## src/rtl/vm_pkg.sv

```systemverilog
// Purpose: shared types, coin encodings and the coin-value helper for the
//          multi-item vending controller.
// Contents: state_e (FSM states), status_e (status output codes),
//           coin code localparams, coin_value() decoder.
package vm_pkg;

  localparam int unsigned VM_BAL_W = 8;

  localparam logic [1:0] COIN_NONE = 2'b00;
  localparam logic [1:0] COIN_1    = 2'b01;
  localparam logic [1:0] COIN_2    = 2'b10;
  localparam logic [1:0] COIN_3    = 2'b11;

  localparam int unsigned DEF_COIN1_VAL = 5;
  localparam int unsigned DEF_COIN2_VAL = 10;
  localparam int unsigned DEF_COIN3_VAL = 25;

  typedef enum logic [2:0] {
    ST_IDLE     = 3'd0,
    ST_COLLECT  = 3'd1,
    ST_SELECTED = 3'd2,
    ST_VEND     = 3'd3,
    ST_CHANGE   = 3'd4
  } state_e;

  typedef enum logic [1:0] {
    STAT_OK       = 2'b00,
    STAT_VENDING  = 2'b01,
    STAT_INSUFF   = 2'b10,
    STAT_SOLD_OUT = 2'b11
  } status_e;

  // Map a coin code to its credit value; code 00 is worth nothing.
  function automatic logic [VM_BAL_W-1:0] coin_value(input logic [1:0] code,
                                                     input int unsigned v1,
                                                     input int unsigned v2,
                                                     input int unsigned v3);
    logic [VM_BAL_W-1:0] val;
    case (code)
      COIN_1:  val = VM_BAL_W'(v1);
      COIN_2:  val = VM_BAL_W'(v2);
      COIN_3:  val = VM_BAL_W'(v3);
      default: val = '0;
    endcase
    return val;
  endfunction

endpackage

```

## src/rtl/vm_inventory.sv

```systemverilog
// Purpose: per-item stock counter and price register file.
// Ports:
//   clk, rst            clock, async active-low reset (clears all entries)
//   valid_s/items_s     write strobe and target item (out-of-range ignored)
//   count_s/cost_s      new stock count and price
//   dec/dec_idx         decrement stock of one item by one
//   rd_idx              combinational read index
//   stock/price         read data for rd_idx (0 when out of range)
module vm_inventory
  import vm_pkg::*;
#(
  parameter int unsigned NUM_ITEMS = 6,
  parameter int unsigned IDX_W     = $clog2(NUM_ITEMS),
  parameter int unsigned BAL_W     = 8,
  parameter int unsigned STOCK_W   = 4
) (
  input  logic               clk,
  input  logic               rst,
  input  logic               valid_s,
  input  logic [IDX_W-1:0]   items_s,
  input  logic [STOCK_W-1:0] count_s,
  input  logic [BAL_W-1:0]   cost_s,
  input  logic               dec,
  input  logic [IDX_W-1:0]   dec_idx,
  input  logic [IDX_W-1:0]   rd_idx,
  output logic [STOCK_W-1:0] stock,
  output logic [BAL_W-1:0]   price
);

  logic [STOCK_W-1:0] r_stock [NUM_ITEMS];
  logic [BAL_W-1:0]   r_price [NUM_ITEMS];

  logic w_wr_ok;
  logic w_dec_ok;
  logic w_rd_ok;

  assign w_wr_ok  = valid_s && (32'(items_s) < NUM_ITEMS);
  // Never decrement an empty slot, so the counter cannot wrap.
  assign w_dec_ok = dec && (32'(dec_idx) < NUM_ITEMS) && (r_stock[dec_idx] != '0);
  assign w_rd_ok  = 32'(rd_idx) < NUM_ITEMS;

  // Storage update; decrement wins if both ever coincide.
  always_ff @(posedge clk or negedge rst) begin
    if (!rst) begin
      for (int unsigned i = 0; i < NUM_ITEMS; i++) begin
        r_stock[i] <= '0;
        r_price[i] <= '0;
      end
    end else if (w_dec_ok) begin
      r_stock[dec_idx] <= r_stock[dec_idx] - STOCK_W'(1);
    end else if (w_wr_ok) begin
      r_stock[items_s] <= count_s;
      r_price[items_s] <= cost_s;
    end
  end

  assign stock = w_rd_ok ? r_stock[rd_idx] : '0;
  assign price = w_rd_ok ? r_price[rd_idx] : '0;

endmodule

```

## src/rtl/vm_multi_ctrl.sv

```systemverilog
// Purpose: multi-item vending controller: credit collection with saturation
//          limit, product select, purchase check, vend, change and refund.
// Ports:
//   clk, rst                        clock, async active-low reset
//   coins                           coin code this cycle (00 = none)
//   button                          one-hot product select
//   enter_key, cancel               confirm purchase / abort with refund
//   valid_s, items_s, count_s, cost_s  restock/price write (IDLE only)
//   product, vend                   vended index and one-cycle dispense pulse
//   status                          00 OK, 01 VENDING, 10 INSUFFICIENT, 11 SOLD_OUT
//   balance                         current credit
//   change, change_valid            refund amount and its one-cycle strobe
//   coin_reject                     one-cycle pulse for a coin not accepted
//   info                            price of selected item, 0 when none
module vm_multi_ctrl
  import vm_pkg::*;
#(
  parameter int unsigned NUM_ITEMS = 6,
  parameter int unsigned IDX_W     = $clog2(NUM_ITEMS),
  parameter int unsigned BAL_W     = 8,
  parameter int unsigned STOCK_W   = 4,
  parameter int unsigned MAX_BAL   = 200,
  parameter int unsigned COIN1_VAL = DEF_COIN1_VAL,
  parameter int unsigned COIN2_VAL = DEF_COIN2_VAL,
  parameter int unsigned COIN3_VAL = DEF_COIN3_VAL
) (
  input  logic                 clk,
  input  logic                 rst,
  input  logic [1:0]           coins,
  input  logic [NUM_ITEMS-1:0] button,
  input  logic                 enter_key,
  input  logic                 cancel,
  input  logic                 valid_s,
  input  logic [IDX_W-1:0]     items_s,
  input  logic [STOCK_W-1:0]   count_s,
  input  logic [BAL_W-1:0]     cost_s,
  output logic [IDX_W-1:0]     product,
  output logic                 vend,
  output logic [1:0]           status,
  output logic [BAL_W-1:0]     balance,
  output logic [BAL_W-1:0]     change,
  output logic                 change_valid,
  output logic                 coin_reject,
  output logic [BAL_W-1:0]     info
);

  state_e             r_state,   w_state_nxt;
  status_e            r_status,  w_status_nxt;
  logic [BAL_W-1:0]   r_balance, w_balance_nxt;
  logic [IDX_W-1:0]   r_sel_idx, w_sel_idx_nxt;
  logic               r_sel_vld, w_sel_vld_nxt;
  logic [IDX_W-1:0]   r_product, w_product_nxt;
  logic               r_vend,    w_vend_nxt;
  logic [BAL_W-1:0]   r_change,  w_change_nxt;
  logic               r_chg_vld, w_chg_vld_nxt;
  logic               r_coin_rej, w_coin_rej_nxt;
  logic [BAL_W-1:0]   r_info,    w_info_nxt;

  logic               w_entry;
  logic               w_enter_act;
  logic               w_btn_acc;
  logic [IDX_W-1:0]   w_btn_idx;
  logic [IDX_W-1:0]   w_rd_idx;
  logic [STOCK_W-1:0] w_stock;
  logic [BAL_W-1:0]   w_price;
  logic [BAL_W-1:0]   w_coin_val;
  logic [BAL_W:0]     w_sum;
  logic               w_coin_fits;
  logic               w_coin_acc;
  logic               w_wr_en;
  logic               w_dec;

  // Event qualification, kept outside the FSM block so the inventory read
  // index never depends on the purchase decision that uses its result.
  assign w_entry     = (r_state == ST_IDLE) || (r_state == ST_COLLECT) ||
                       (r_state == ST_SELECTED);
  assign w_enter_act = enter_key && (r_state == ST_SELECTED);
  assign w_btn_acc   = w_entry && !cancel && !w_enter_act && $onehot(button);
  // Read the newly pressed item so info shows its price the next cycle.
  assign w_rd_idx    = w_btn_acc ? w_btn_idx : r_sel_idx;

  // One-hot button to index.
  always_comb begin
    w_btn_idx = '0;
    for (int unsigned i = 0; i < NUM_ITEMS; i++) begin
      if (button[i]) w_btn_idx = IDX_W'(i);
    end
  end

  assign w_coin_val  = BAL_W'(coin_value(coins, COIN1_VAL, COIN2_VAL, COIN3_VAL));
  assign w_sum       = {1'b0, r_balance} + {1'b0, w_coin_val};
  assign w_coin_fits = w_sum <= (BAL_W+1)'(MAX_BAL);

  vm_inventory #(
    .NUM_ITEMS (NUM_ITEMS),
    .IDX_W     (IDX_W),
    .BAL_W     (BAL_W),
    .STOCK_W   (STOCK_W)
  ) u_inv (
    .clk     (clk),
    .rst     (rst),
    .valid_s (w_wr_en),
    .items_s (items_s),
    .count_s (count_s),
    .cost_s  (cost_s),
    .dec     (w_dec),
    .dec_idx (r_sel_idx),
    .rd_idx  (w_rd_idx),
    .stock   (w_stock),
    .price   (w_price)
  );

  // Next-state and registered-output logic; priority cancel > enter > button
  // > coins > restock, and only the winning event takes effect.
  always_comb begin
    w_state_nxt   = r_state;
    w_status_nxt  = r_status;
    w_balance_nxt = r_balance;
    w_sel_idx_nxt = r_sel_idx;
    w_sel_vld_nxt = r_sel_vld;
    w_product_nxt = r_product;
    w_vend_nxt    = 1'b0;
    w_change_nxt  = '0;
    w_chg_vld_nxt = 1'b0;
    w_coin_acc    = 1'b0;
    w_wr_en       = 1'b0;
    w_dec         = 1'b0;

    case (r_state)
      ST_IDLE, ST_COLLECT, ST_SELECTED: begin
        if (cancel) begin
          w_change_nxt  = r_balance;
          w_chg_vld_nxt = 1'b1;
          w_balance_nxt = '0;
          w_sel_vld_nxt = 1'b0;
          w_status_nxt  = STAT_OK;
          w_state_nxt   = ST_IDLE;
        end else if (w_enter_act) begin
          if (w_stock == '0) begin
            w_status_nxt = STAT_SOLD_OUT;
          end else if (r_balance < w_price) begin
            w_status_nxt = STAT_INSUFF;
          end else begin
            w_state_nxt   = ST_VEND;
            w_vend_nxt    = 1'b1;
            w_product_nxt = r_sel_idx;
            w_status_nxt  = STAT_VENDING;
          end
        end else if (w_btn_acc) begin
          w_sel_vld_nxt = 1'b1;
          w_sel_idx_nxt = w_btn_idx;
          w_status_nxt  = STAT_OK;
          w_state_nxt   = ST_SELECTED;
        end else if (coins != COIN_NONE) begin
          if (w_coin_fits) begin
            w_coin_acc    = 1'b1;
            w_balance_nxt = w_sum[BAL_W-1:0];
            if (r_state == ST_IDLE) w_state_nxt = ST_COLLECT;
          end
        end else if (valid_s && (r_state == ST_IDLE)) begin
          w_wr_en = 1'b1;
        end
      end
      // Dispense cycle: consume stock and prepare the change pulse.
      ST_VEND: begin
        w_dec         = 1'b1;
        w_change_nxt  = r_balance - w_price;
        w_chg_vld_nxt = 1'b1;
        w_balance_nxt = '0;
        w_sel_vld_nxt = 1'b0;
        w_status_nxt  = STAT_OK;
        w_state_nxt   = ST_CHANGE;
      end
      ST_CHANGE: begin
        w_state_nxt = ST_IDLE;
      end
      default: begin
        w_state_nxt = ST_IDLE;
      end
    endcase

    w_coin_rej_nxt = (coins != COIN_NONE) && !w_coin_acc;
    w_info_nxt     = w_sel_vld_nxt ? w_price : '0;
  end

  // State and output registers.
  always_ff @(posedge clk or negedge rst) begin
    if (!rst) begin
      r_state    <= ST_IDLE;
      r_status   <= STAT_OK;
      r_balance  <= '0;
      r_sel_idx  <= '0;
      r_sel_vld  <= 1'b0;
      r_product  <= '0;
      r_vend     <= 1'b0;
      r_change   <= '0;
      r_chg_vld  <= 1'b0;
      r_coin_rej <= 1'b0;
      r_info     <= '0;
    end else begin
      r_state    <= w_state_nxt;
      r_status   <= w_status_nxt;
      r_balance  <= w_balance_nxt;
      r_sel_idx  <= w_sel_idx_nxt;
      r_sel_vld  <= w_sel_vld_nxt;
      r_product  <= w_product_nxt;
      r_vend     <= w_vend_nxt;
      r_change   <= w_change_nxt;
      r_chg_vld  <= w_chg_vld_nxt;
      r_coin_rej <= w_coin_rej_nxt;
      r_info     <= w_info_nxt;
    end
  end

  assign product      = r_product;
  assign vend         = r_vend;
  assign status       = r_status;
  assign balance      = r_balance;
  assign change       = r_change;
  assign change_valid = r_chg_vld;
  assign coin_reject  = r_coin_rej;
  assign info         = r_info;

endmodule

```

## config.mk

```make
export PLATFORM = sky130hd
export DESIGN_NAME = vm_multi_ctrl
export DESIGN_NICKNAME = d
export VERILOG_FILES = /design/src/rtl/vm_pkg.sv /design/src/rtl/vm_inventory.sv /design/src/rtl/vm_multi_ctrl.sv
export SDC_FILE = /design/constraint.sdc
export NUM_CORES = 1
export LEC_CHECK = 0
export CAP_MARGIN = 20
export CORE_MARGIN = 2
export CORE_UTILIZATION = 45
export DETAILED_ROUTE_END_ITERATION = 8
export GPL_ROUTABILITY_DRIVEN = 0
export PLACE_DENSITY_LB_ADDON = 0.12
export SYNTH_ARGS = -nofsm -noshare
export SYNTH_HDL_FRONTEND = slang
export SYNTH_SLANG_ARGS = --single-unit
```

## constraint.sdc

```tcl
create_clock -name clk -period 7.84 [get_ports clk]
set_clock_uncertainty 0.1 [all_clocks]
set_input_delay 0.784 -clock clk [delete_from_list [all_inputs] [get_ports clk]]
set_output_delay 0.784 -clock clk [all_outputs]
set_load 0.02 [all_outputs]
```

; ---- Word level (Yosys, flattened, before mapping)
; Index checks and enable logic that the tools add are counted.
[totals]
regBits = 111
latch_bits = 0
ram_bits = 0
mem_bits_ro = 0
inputBits = 28
out_inout_bits = 32
elab_cells = 172
n_memories = 0
[op_classes]
n_addsub = 8
multipliers = 0
n_div = 0
magnitude_cmp = 10
eq_ne = 17
shifts = 0
muxes = 77
bitwise_logic = 8
reduce_logical = 29
[op_table]
columns = cell, count
row1 = 8-bit 2-to-1 mux, 11
row2 = 24-bit bitwise mux, 2
row3 = 48-bit bitwise mux, 1
row4 = 24-bit 2-to-1 mux, 2
row5 = 3-bit 2-to-1 mux, 12
row6 = 8-bit one-hot mux with 2 select lines, 2
row7 = 4-bit 2-to-1 mux, 7
row8 = 4-bit binary-select mux with 3-bit select, 2
row9 = 8-bit binary-select mux with 3-bit select, 1
row10 = 4-bit demux with 3-bit select, 2
row11 = 8-bit demux with 3-bit select, 1
row12 = 1-bit 2-to-1 mux, 23
row13 = "5-bit != test, second input constant", 3
row14 = 5-bit one-hot mux with 3 select lines, 1
row15 = 5-bit AND reduction, 3
row16 = "4-bit >= comparator, second input constant", 3
row17 = 2-bit 2-to-1 mux, 6
row18 = "3-bit != test, second input constant", 4
row19 = "4-bit != test, second input constant", 3
row20 = 3-bit inverter with 4-bit output, 3
row21 = 1-bit logical AND, 11
row22 = 8-bit by 8-bit adder with 9-bit output, 1
row23 = "9-bit by 8-bit <= comparator with 1-bit output, second input constant", 1
row24 = "3-bit less-than comparator, second input constant", 3
row25 = other kinds (24), 41

; ---- Logic depth before layout (Yosys ltp)
[logic_depth]
depth_word = 18
depth_mapped = 23
mapped_depth_nobuf = 22

; ---- Modules after synthesis
; From an unflattened synthesis, not the netlist that was laid out.
[hier_totals]
hier_cells = 646
hier_area_um2 = 6331.1
[modules_own_cells]
columns = module, n_inst, cells_each, area_per_inst_um2, seq_area_each_um2
row1 = vm_inventory, 1, 407, 4040.1, 1801.7
row2 = vm_multi_ctrl, 1, 239, 2290.9, 975.9

; ---- Least setup slack after synthesis
; No wires, ideal clock.
[synth_timing]
path_kind = input to register
start = input button[0]
end = register r_product[2] (netlist: product[2])
setup_ns = 0.128
arrival_time_ns = 5.895
required_ns = 7.612
slack_ns = 1.718
cell_stages = 23
n_path_buf = 1
path_cell_list = inv_1 -> fa_1 -> fa_1 -> inv_1 -> ha_1 -> fa_1 -> nor3b_2 -> and3_1 -> buf_4 -> mux2i_4 -> inv_2 -> mux4_2 -> nand2_1 -> o21ai_1 -> ha_1 -> fa_1 -> nand3b_1 -> nand2_1 -> a21o_1 -> a21o_1 -> a31oi_1 -> nor3b_4 -> mux2_1
[synth_via]
elab_chain_len = 14
[synth_rtl]
columns = element, line
row1 = start: declaration, vm_multi_ctrl.sv:30  ; input logic [NUM_ITEMS-1:0] button,
row2 = 1-bit by 1-bit adder with 2-bit output (implied by the code) *, vm_multi_ctrl.sv:78  ; assign w_btn_acc = w_entry && !cancel && !w_enter_act && $onehot(button);
row3 = 2-bit by 2-bit adder with 3-bit output (implied by the code) *, vm_multi_ctrl.sv:78
row4 = 3-bit by 2-bit adder with 3-bit output (implied by the code) *, vm_multi_ctrl.sv:78
row5 = 3-bit by 1-bit == test with 1-bit output *, vm_multi_ctrl.sv:78
row6 = 1-bit logical AND *, vm_multi_ctrl.sv:78
row7 = 3-bit 2-to-1 mux *, -
row8 = 3-bit inverter with 4-bit output (implied by the code), "vm_inventory.sv:57, vm_inventory.sv:58"
row9 = 8-bit binary-select mux with 3-bit select / 4-bit binary-select mux with 3-bit select (equally long branches), "vm_inventory.sv:58, vm_inventory.sv:57"
row10 = 8-bit 2-to-1 mux (implied by the code) / 4-bit 2-to-1 mux (equally long branches) (2 in a row), "vm_inventory.sv:58, vm_inventory.sv:57"
row11 = 8-bit 2-to-1 mux / 4-bit 2-to-1 mux (equally long branches), "vm_inventory.sv:58, vm_inventory.sv:57"
row12 = 8-bit less-than comparator / 4-bit zero test (equally long branches), "vm_multi_ctrl.sv:141, vm_multi_ctrl.sv:139"
row13 = 1-bit inverter (no source line), -
row14 = 5-bit AND reduction (no source line) *, -
row15 = end signal: assignment, vm_multi_ctrl.sv:206  ; r_product <= w_product_nxt;
row16 = end: declaration, vm_multi_ctrl.sv:52  ; logic [IDX_W-1:0] r_product, w_product_nxt;
; Mark *: on every way between the ends. The rest lies on a longest branch, timed or not. The select of a mux whose other input is x is not followed.
; A chain may end at the register's enable or synchronous reset.

; ---- Worst setup path after layout
[layout_timing]
start = input button[3]
end = register r_product[0] (netlist: product[0])
[layout_via]
elab_chain_len = 14
[layout_rtl]
columns = element, line
row1 = 1-bit by 1-bit adder with 2-bit output (implied by the code), vm_multi_ctrl.sv:78
row2 = 2-bit by 2-bit adder with 3-bit output (implied by the code), vm_multi_ctrl.sv:78
row3 = 3-bit by 2-bit adder with 3-bit output (implied by the code), vm_multi_ctrl.sv:78
row4 = 3-bit by 1-bit == test with 1-bit output, vm_multi_ctrl.sv:78
row5 = 1-bit logical AND, vm_multi_ctrl.sv:78
row6 = 3-bit 2-to-1 mux *, -
row7 = 3-bit inverter with 4-bit output (implied by the code), "vm_inventory.sv:57, vm_inventory.sv:58"
row8 = 8-bit binary-select mux with 3-bit select / 4-bit binary-select mux with 3-bit select (equally long branches), "vm_inventory.sv:58, vm_inventory.sv:57"
row9 = 8-bit 2-to-1 mux (implied by the code) / 4-bit 2-to-1 mux (equally long branches) (2 in a row), "vm_inventory.sv:58, vm_inventory.sv:57"
row10 = 8-bit 2-to-1 mux / 4-bit 2-to-1 mux (equally long branches), "vm_inventory.sv:58, vm_inventory.sv:57"
row11 = 8-bit less-than comparator / 4-bit zero test (equally long branches), "vm_multi_ctrl.sv:141, vm_multi_ctrl.sv:139"
row12 = 1-bit inverter (no source line), -
row13 = 5-bit AND reduction (no source line) *, -
; Marks and branches as above.

==> results by group <==
Setup path
  – Startpoint types: input port
  – CP peak stage delay: 0.51 ns
  – CP Data Required Time: about 8.0 ns
  – Cells along the critical path: clkdlybuf4s50_1 > inv_1 > fa_1 > fa_1 > inv_1 > ha_1 > fa_1 > nor3b_2 > and3_1 > buf_4 > mux2i_4 > inv_2 > nand2_1 > nor2_1 > a21oi_1 > inv_1 > fa_1 > nand3b_1 > nand2_1 > a21o_1 > a21o_1 > a31oi_1 > nor3b_4 > mux2_1
  – WP data arrival: between 6 and 7 ns
  – Crit end category: flip-flop
  – CP bufs+invs: 6
  – Cell mode on critical path: fa_1
  – Crit-path max FO: 9
  – Worst Path Class, Setup: input port to flip-flop
  – Slowest cell on crit path: clkdlybuf4s50_1
  – Worst path top cell family by delay: adder cells

Hold path
  – Min-delay worst type: input port to async pin

Die
  – Initial core utilization: approximately 46%
  – Row cnt: 43
  – Full die area: about 15000 sq um
  – Die height: 122.3 um
  – Chip width: about 120 um
  – Io pins: 60
  – Core Area: 13770 sq um

Logic synthesis
  – Syn Area/Cell: around 11 sq um
  – Cell with the most instances after synthesis: dfrtp_1
  – Net Count, Synth: 623
  – Netlist cell types: between 70 and 80
  – Async SR Flop Fraction: between 90% and 100%
  – Yosys warning total: 0
  – Synth Instances: 574
  – EDFF count, synth: 0
  – Post-synth top area share: 44.11%
  – Synth area leader: dfrtp_1
  – Flops & latches, synth: ~110
  – Top_reg_cell synth: dfrtp_1
  – Top cells by count, synth: dfrtp_1, nor2_1, mux2_2
  – Mapped cell area: roughly 6300 sq um
  – Seq/Total Area, Yosys: approximately 44%
  – Area contributors post-synth: dfrtp_1, mux2_2, nor2_1

CTS
  – Maximum clock insertion buffer count: 2
  – CTS buffer count: 9
  – Worst skew pair latency: 0.36 ns
  – Clk slew on worst S/H paths: approximately 0.080 ns
  – CTS Root Buffer Type: clkbuf_16
  – Post-CTS setup repair buffer count: 0
  – CTS tree: yes
  – # hold bufs at CTS: 0
  – Post_cts resized: 0
  – CTS H-tree lvls: 3
  – Sink Count: roughly 110

STA
  – Post-layout min period: just under 7 ns
  – Slew @ Worst Pin: slightly above 0.9 ns
  – RSZ-0062 raised after global routing: no
  – Fmax: approximately 0.15 GHz
  – Period utilisation layout: 85.86%
  – Setup_tns: 0 ns
  – Setup Viol. Count Final: 0
  – Final Hold Violating Endpoints: 0
  – Worst slew margin: 38.17%
  – Slew Viols, Final: 0

Layout
  – Antenna cells: 0
  – Layout area overhead: 16.65%
  – Nets: 674
  – Fillers: between 1k and 1.5k
  – Finished Core Util: 53.33%
  – Fin cells: 810
  – Layout cells sized above 1: approximately 15%

Flow run
  – Maxcap violations: 0

Route
  – Router iterations before antenna repair: 7
  – Drt first-iter violations: approximately 450
  – DRC viols: 0
  – Post-DR wirelength/cell: just under 20 um
  – WL final: 15810 um
  – Antenna Violating Nets Remaining: 0
  – Vias per cell: roughly 6.0
  – Vias: 4851

Run status
  – Status: finished clean

Placed design
  – DP Cell Count: between 700 and 800
  – Dpl hpwl: ~12000 um
  – Port Buffers: just under 60

Power and ir drop
  – VDD IR-drop max: 0.0001821 V
  – Leak pwr: around 3.4 nW
  – Power per Cell Area: around 340 nW/um^2

GRT
  – Vias in the first global route: 4804
  – Initial antenna violation count: 0
  – Global-route wire length before repair: about 25000 um
  – Gr ovfl total: 0
  – Largest net degree at the start of global routing: 77
  – Gr usage total: 22.19%
==> report_power, final <==
group / total (mW) / switching [mW] / internal, mW
Clock: 0.478 / 0.223 / 0.255
Sequential: 0.848 / 0.142 / 0.706
Combinational: 1.15 / 0.668 / 0.483
Total: 2.48 / 1.03 / 1.44
==> registers in the layout, indices dropped and copies added, names as in the netlist <==
name and flops:
status 2, r_sel_idx 3, vend 1, change 8, r_state 3, coin_reject 1
u_inv.r_stock 24, u_inv.r_price 48, product 3, info 8, r_sel_vld 1, balance 8
change_valid 1
==> worst reg2reg max path: stages, from the launching register on <==
cell      delay [ns]
dfrtp_1         0.71
nor2_1          0.21
and3_1          0.24
mux2i_4         0.21
inv_2           0.29
mux4_2          0.56
nand2_1         0.08
o21ai_1         0.08
ha_1            0.23
fa_1            0.41
nand3b_1        0.18
nand2_1         0.10
a21o_1          0.13
a21o_1          0.15
a31oi_1         0.20
nor3b_4         0.30
mux2_1          0.35
==> path summary, 6_finish.rpt <==
| kind | to | from | slack, ns | cells after the start |
|---|---|---|---|---|
| worst max-delay path | product[0]$_DFFE_PN0P_ | button[3] | 1.11 | 24 |
| worst min-delay path | change[5]$_DFF_PN0_ | rst | 0.29 | 1 |
| worst max register to register | product[0]$_DFFE_PN0P_ | r_state[2]$_DFFE_PN0P_ | 3.20 | 16 |
| worst min register to register | u_inv.r_price[26]$_DFFE_PN0P_ | u_inv.r_price[26]$_DFFE_PN0P_ | 0.39 | 1 |
| max in group asynchronous | u_inv.r_stock[22]$_DFFE_PN0P_ | rst | 6.05 | 2 |
| min in group clk | u_inv.r_price[26]$_DFFE_PN0P_ | u_inv.r_price[26]$_DFFE_PN0P_ | 0.39 | 1 |
==> layout make-up <==
class                      count  area, sq um  area share [%]
multi-input combinational    412         3297           44.88
timing repair buffer          66        640.6           8.721
sequential                   111         2778           37.81
clock buffer                   9        225.2           3.066
tap                          180        225.2           3.066
inverter                      25        93.84           1.277
clock inverter                 7        86.33           1.175
==> through the flow <==
stage,cell area (sq um),setup slack [ns],hold slack [ns],total power [mW]
4_1_cts,7346,1.099,0.2988,2.478
5_1_grt,7346,0.7594,0.3204,2.633
6_report,7346,1.109,0.2859,2.476
3_5_place_dp,7034,0.7529,0.3772,1.995
3_3_place_gp,7034,0.8963,0.3672,1.976
2_1_floorplan,6297,1.718,0.3579,1.642
==> placed cells by master (no fill, tap or decap), drive strengths merged, types with 6 or more instances in the layout <==
cell type,n
dfrtp,111
clkdlybuf4s50,58
nor2,55
mux2,54
nand2,32
inv,29
a21oi,21
mux2i,20
a221o,19
ha,16
nand3,15
and3,14
o21ai,14
nor3,13
a31oi,9
mux4,9
clkbuf,9
nor2b,8
a21o,8
nor4,8
buf,8
a211oi,7
xor2,6
nand4,6
and4,6
==> per-layer routing <==
layer / GRT usage [%] / vias to the layer above / part of all wire (%)
met5: 0 / - / 0
met4: 6.178 / 0 / 1.4
met3: 4.693 / 15 / 5.0
met2: 34.86 / 127 / 47
met1: 31.25 / 2466 / 47
li1: - / 2243 / -
==> cell families after synthesis <==
group | after synthesis | share of synthesized area (%)
AO/OA/AOI/OAI | 114 | 14.23
adder cells (fa/ha/maj) | 21 | 4.769
multiplexers | 83 | 16.45
AND/OR/NAND/NOR | 186 | 15.80
flip-flops | 111 | 44.11
XOR/XNOR | 8 | 1.113
buffers and inverters | 51 | 3.537
Power figures use the tool's default switching activity.
